[src/rtl/operand_issue_gate.sv]
// Two-stage operand issue gate: holds one decoded instruction, checks it against
// the register scoreboard, reserves its operands, then presents it downstream.
module operand_issue_gate #(
  parameter int STALL_CNT_W = 8
) (
  input  logic                   clk,
  input  logic                   async_rst_n,
  input  logic                   clk_en,
  input  logic                   InstValid,
  output logic                   InstReady,
  input  logic                   InstReadA,
  input  logic                   InstWriteA,
  input  logic                   InstMarkDirty,
  input  logic [3:0]             InstAAddr,
  input  logic                   InstReadB,
  input  logic [3:0]             InstBAddr,
  input  logic [15:0]            DirtyVector,
  input  logic [15:0]            ToBeWrittenVector,
  input  logic [15:0]            ToBeReadVector,
  output logic                   ReadingFromA,
  output logic                   WillBeWritingToA,
  output logic                   MarkADirty,
  output logic [3:0]             ReadAAddress,
  output logic                   ReadingFromB,
  output logic [3:0]             ReadBAddress,
  output logic                   IssueValid,
  input  logic                   IssueReady,
  output logic                   IssueReadA,
  output logic                   IssueWriteA,
  output logic                   IssueMarkDirty,
  output logic                   IssueReadB,
  output logic [3:0]             IssueAAddr,
  output logic [3:0]             IssueBAddr,
  output logic                   IssuedFromA,
  output logic [3:0]             IssueAAddress,
  output logic                   IssuedFromB,
  output logic [3:0]             IssueBAddress,
  output logic                   HazardStall,
  output logic [STALL_CNT_W-1:0] StallCycles
);

  function automatic logic [STALL_CNT_W-1:0] satInc(input logic [STALL_CNT_W-1:0] v);
    return (&v) ? v : v + 1'b1;
  endfunction

  logic       vld_p0;
  logic       readA_p0, writeA_p0, markDirty_p0, readB_p0;
  logic [3:0] aAddr_p0, bAddr_p0;
  logic       vld_p1;
  logic       readA_p1, writeA_p1, markDirty_p1, readB_p1;
  logic [3:0] aAddr_p1, bAddr_p1;

  logic hazard, advance, capture, issueFire;

  // Hold stage evaluation: scoreboard state already reflects last cycle's reservation
  always_comb begin
    hazard = (readA_p0 && ToBeWrittenVector[aAddr_p0])
          || (readB_p0 && ToBeWrittenVector[bAddr_p0])
          || (writeA_p0 && (ToBeWrittenVector[aAddr_p0] || ToBeReadVector[aAddr_p0]))
          || (writeA_p0 && markDirty_p0 && DirtyVector[aAddr_p0]);
  end

  assign advance   = clk_en && vld_p0 && !hazard && (!vld_p1 || IssueReady);
  assign InstReady = clk_en && (!vld_p0 || advance);
  assign capture   = InstValid && InstReady;
  assign issueFire = clk_en && vld_p1 && IssueReady;

  assign HazardStall      = vld_p0 && hazard;
  assign ReadingFromA     = advance && readA_p0;
  assign WillBeWritingToA = advance && writeA_p0;
  assign MarkADirty       = advance && writeA_p0 && markDirty_p0;
  assign ReadingFromB     = advance && readB_p0;
  assign ReadAAddress     = aAddr_p0;
  assign ReadBAddress     = bAddr_p0;

  always_ff @(posedge clk or negedge async_rst_n) begin
    if (!async_rst_n) begin
      vld_p0       <= 1'b0;
      readA_p0     <= 1'b0;
      writeA_p0    <= 1'b0;
      markDirty_p0 <= 1'b0;
      readB_p0     <= 1'b0;
      aAddr_p0     <= '0;
      bAddr_p0     <= '0;
      StallCycles  <= '0;
    end else if (capture) begin
      vld_p0       <= 1'b1;
      readA_p0     <= InstReadA;
      writeA_p0    <= InstWriteA;
      markDirty_p0 <= InstMarkDirty;
      readB_p0     <= InstReadB;
      aAddr_p0     <= InstAAddr;
      bAddr_p0     <= InstBAddr;
      StallCycles  <= '0;
    end else if (advance) begin
      vld_p0 <= 1'b0;
    end else if (clk_en && HazardStall) begin
      StallCycles <= satInc(StallCycles);
    end
  end

  // Output stage: replaced on advance even when the current entry issues this cycle
  always_ff @(posedge clk or negedge async_rst_n) begin
    if (!async_rst_n) begin
      vld_p1       <= 1'b0;
      readA_p1     <= 1'b0;
      writeA_p1    <= 1'b0;
      markDirty_p1 <= 1'b0;
      readB_p1     <= 1'b0;
      aAddr_p1     <= '0;
      bAddr_p1     <= '0;
    end else if (advance) begin
      vld_p1       <= 1'b1;
      readA_p1     <= readA_p0;
      writeA_p1    <= writeA_p0;
      markDirty_p1 <= markDirty_p0;
      readB_p1     <= readB_p0;
      aAddr_p1     <= aAddr_p0;
      bAddr_p1     <= bAddr_p0;
    end else if (issueFire) begin
      vld_p1 <= 1'b0;
    end
  end

  assign IssueValid     = vld_p1;
  assign IssueReadA     = readA_p1;
  assign IssueWriteA    = writeA_p1;
  assign IssueMarkDirty = markDirty_p1;
  assign IssueReadB     = readB_p1;
  assign IssueAAddr     = aAddr_p1;
  assign IssueBAddr     = bAddr_p1;
  assign IssuedFromA    = issueFire && readA_p1;
  assign IssuedFromB    = issueFire && readB_p1;
  assign IssueAAddress  = aAddr_p1;
  assign IssueBAddress  = bAddr_p1;

endmodule
[config.mk]
export PLATFORM = sky130hd
export DESIGN_NAME = operand_issue_gate
export DESIGN_NICKNAME = d
export VERILOG_FILES = /design/src/rtl/operand_issue_gate.sv
export SDC_FILE = /design/constraint.sdc
export NUM_CORES = 1
export LEC_CHECK = 0
export CORE_ASPECT_RATIO = 1.75
export CORE_MARGIN = 2
export CORE_UTILIZATION = 43
export CTS_CLUSTER_DIAMETER = 120
export DETAILED_ROUTE_END_ITERATION = 8
export GPL_TIMING_DRIVEN = 0
export PLACE_DENSITY = 0.95
export SLEW_MARGIN = 0
export SYNTH_ARGS = -nofsm -noshare
export SYNTH_HDL_FRONTEND = slang
export SYNTH_SLANG_ARGS = --single-unit
[constraint.sdc]
create_clock -name clk -period 8.68 [get_ports clk]
set_input_delay 2.604 -clock clk [delete_from_list [all_inputs] [get_ports clk]]
set_output_delay 2.604 -clock clk [all_outputs]
set_load 0.01 [all_outputs]
==> results.toml <==
[status]
status = "finished clean"

[sta]
finalHoldViolations = 0
slew_viol_final = 0
fin_tns_setup_ns = 0
period_share = 0.961
fmax_mhz = 120
holdWs_ns = 0.506
clock_skew_ns = 0.00550
setup_viol = 0
slew_headroom = 0.492
tightest_slew_ns = 0.762
rsz0062_at_grt = "false"
min_period_ns = 8.34

[worst_setup_path]
cpMostUsedCell = "clkdlybuf4s50_1"
r2r_end = "IssueAAddr[2]"
cp_max_fo = 10
rr_worst_depth = 10
required_ns = 6.08
cp.arrival_ns = 5.73
worstPathCellList = "clkdlybuf4s50_1 > mux4_2 > o211a_1 > a31oi_1 > o2111ai_1 > or2_4 > nor3_4 > buf_6 > and2_1 > clkdlybuf4s50_1"
cp.buffers_inverters = 3
cp_slowest_cell = "clkdlybuf4s50_1"
critPathTopFamily = "buffers and inverters"
r2r_start = "ReadAAddress[1]"
critPathLaunchType = "primary input"
crit_type = "primary input to output pin"
slowest_delay_ns = 0.53
crit_path_end_kind = "output pin"
cp.depth = 10
rrSetupSlack_ns = 5.50

[cells_and_area]
area_growth_pct = 59.5
layout.cells.non_filler = 341
antenna_cells = 0
nets = 354
post-route-util = 0.710
drive_above_1_share = 0.218

[synth]
async_flop_share = 1.00
netlist_area_mm2 = 0.00209
synth-compound-area-share = 0.0836
muxShareOfSynthArea = 0.323
synth_area_leaders = "dfrtp_1, mux4_2, mux2_2"
syn-mean-instance-area_um2 = 12.2
yosys.area_share.simple = 0.109
yosys_most_used_dff = "dfrtp_1"
synth_edf_count = 0
synth-seq-cells = 34
yosysTopAreaCellShare = 0.406
synth_nets = 238
synth_cell_types = 41
yosys.area.top_type = "dfrtp_1"
syn_inst = 172
post-synth-top-count-cell = "dfrtp_1"
seq_area_frac_synth = 0.406
synth_xor_area_frac = 0.0125
synth_fa_ha_area_frac = 0.00597
synth_top_family_by_area = "multiplexers"
yosys_warnings = 0
synth_common_cells = "dfrtp_1, mux2_2, mux4_2, nand2_1"

[pwr]
ir_worst_vdd_uv = 280
power_leakage_nw = 1.37
powerDensity_mw_per_mm2 = 327

[detailed_routing]
ant_nets = 0
drt_wl_total_mm = 6.02
dr.pass1.iters = 4
drc_errors = 0
vias_per_cell = 5.52
wire_per_inst_um = 17.7
via_count = 1881
drtIter0Drc = 47

[clock_tree]
cts_num_sinks = 34
path_clk_slew_ns = 0.07
cts-root-buf = "clkbuf_8"
ctsResizeCount = 0
hold_buffers = 0
htreeDepth = 2
clock_latency_ns = 0.28
post-cts-setup-buffers = 0
clock_path_buffers = 2
tritoncts = "built"
numCtsBuffers = 5

[placement]
dp_cells = 333
numPortBuffers = 109
place.gp.congestion = 0.863
hpwl_mm = 4.89

[hold_path]
hold_path_class = "register to register"
hold_start = "IssueMarkDirty"
hold_depth = 1
worstHoldEndpoint = "IssueMarkDirty"

[floorplan]
rows = 33
core_mm2 = 0.00471
ios = 110
die_h_um = 96.3
start_util = 0.445
die_area_mm2 = 0.00547
dieWidth_um = 56.8

[grt]
grt_pass1_wl_mm = 9.35
overflow = 0
antenna_found_initial = 0
grt_max_degree = 35
gr-usage-all-layers = 0.230
grt_pass1_vias = 1928

[flow_run]
maxCapViolations = 0
## sequential cells by signal, summed over array words and instances, names as in the netlist
signal and flops:
readB_p0 1, ReadBAddress 4, StallCycles 8, IssueValid 1
IssueMarkDirty 1, IssueReadB 1, writeA_p0 1, readA_p0 1
IssueBAddr 4, ReadAAddress 4, vld_p0 1, IssueAAddr 4
IssueReadA 1, IssueWriteA 1, markDirty_p0 1
## layer usage
metal / routed length (um) / global-route usage
met5: 0 / 0
met4: 280 / 0.128
met2: 3350 / 0.427
met3: 279 / 0.0417
met1: 2110 / 0.240
## placed cells by master, fill, tap and decap left out, types with 2 or more instances in the layout
master           count
mux4_2              14
clkdlybuf4s50_1    108
mux2i_1              8
xor2_1               3
o22ai_1              2
inv_1                5
nor2_1               7
and4_1               2
nand2_1             10
buf_2                8
mux2_1               4
o211ai_1             2
dfrtp_1             34
nor2b_1              3
mux2_2              21
nand3_1              5
clkbuf_8             6
a21oi_1              5
buf_4                8
or4_1                2
or3_1                2
o31ai_1              2
and2_1               4
o21ai_0              3
## worst max-delay path by stage
stage                    startpoint            to  slack, ns
2_1_floorplan     ToBeReadVector[7]  ReadingFromA       1.56
3_3_place_gp   ToBeWrittenVector[9]  ReadingFromB       0.40
3_5_place_dp   ToBeWrittenVector[9]  ReadingFromB       0.35
4_1_cts        ToBeWrittenVector[9]  ReadingFromB       0.36
5_1_grt        ToBeWrittenVector[6]  ReadingFromB       0.22
6_report       ToBeWrittenVector[4]  ReadingFromA       0.34
## report_power, final
group	total (W)	switching, W	leakage [nW]	internal, W
clock	0.000119	0.0000557	0.0472	0.0000637
combinational	0.000669	0.000270	0.899	0.000399
sequential	0.000304	0.0000759	0.419	0.000228
## worst reg2reg max path, stage by stage (launching register included)
cell and delay, ns:
dfrtp_1 0.36, buf_2 0.20, buf_2 0.31, mux4_2 0.34, mux2i_1 0.22, nand2_1 0.09, o221a_2 0.30, or2_4 0.28
nor3_4 0.40, buf_6 0.22, mux2_1 0.33
## area by class of cell
type	count	area (um2)
Tap cell	52	65.1
Clock inverter	2	12.5
Clock buffer	6	82.6
Sequential cell	34	851
Fill cell	352	1370
Inverter	5	18.8
Timing Repair Buffer	109	1090
Buffer	16	106
Multi-Input combinational cell	117	1120
## cells by family (layout without fill, tap and decap cells)
group           after synthesis  after routing
buf+inv                      21            138
fa+ha+maj                     1              1
mux                          47             47
simple gates                 41             41
flops                        34             34
compound gates               25             25
xor+xnor                      3              3
## through the flow
stage | setup slack (ns) | power, W | instance area (um2)
5_1_grt | 0.218 | 0.00116 | 3340
3_5_place_dp | 0.355 | 0.000978 | 3250
2_1_floorplan | 1.56 | 0.000688 | 2090
3_3_place_gp | 0.403 | 0.000954 | 3250
6_report | 0.343 | 0.00109 | 3340
4_1_cts | 0.355 | 0.00110 | 3340
Power figures use the tool's default switching activity.
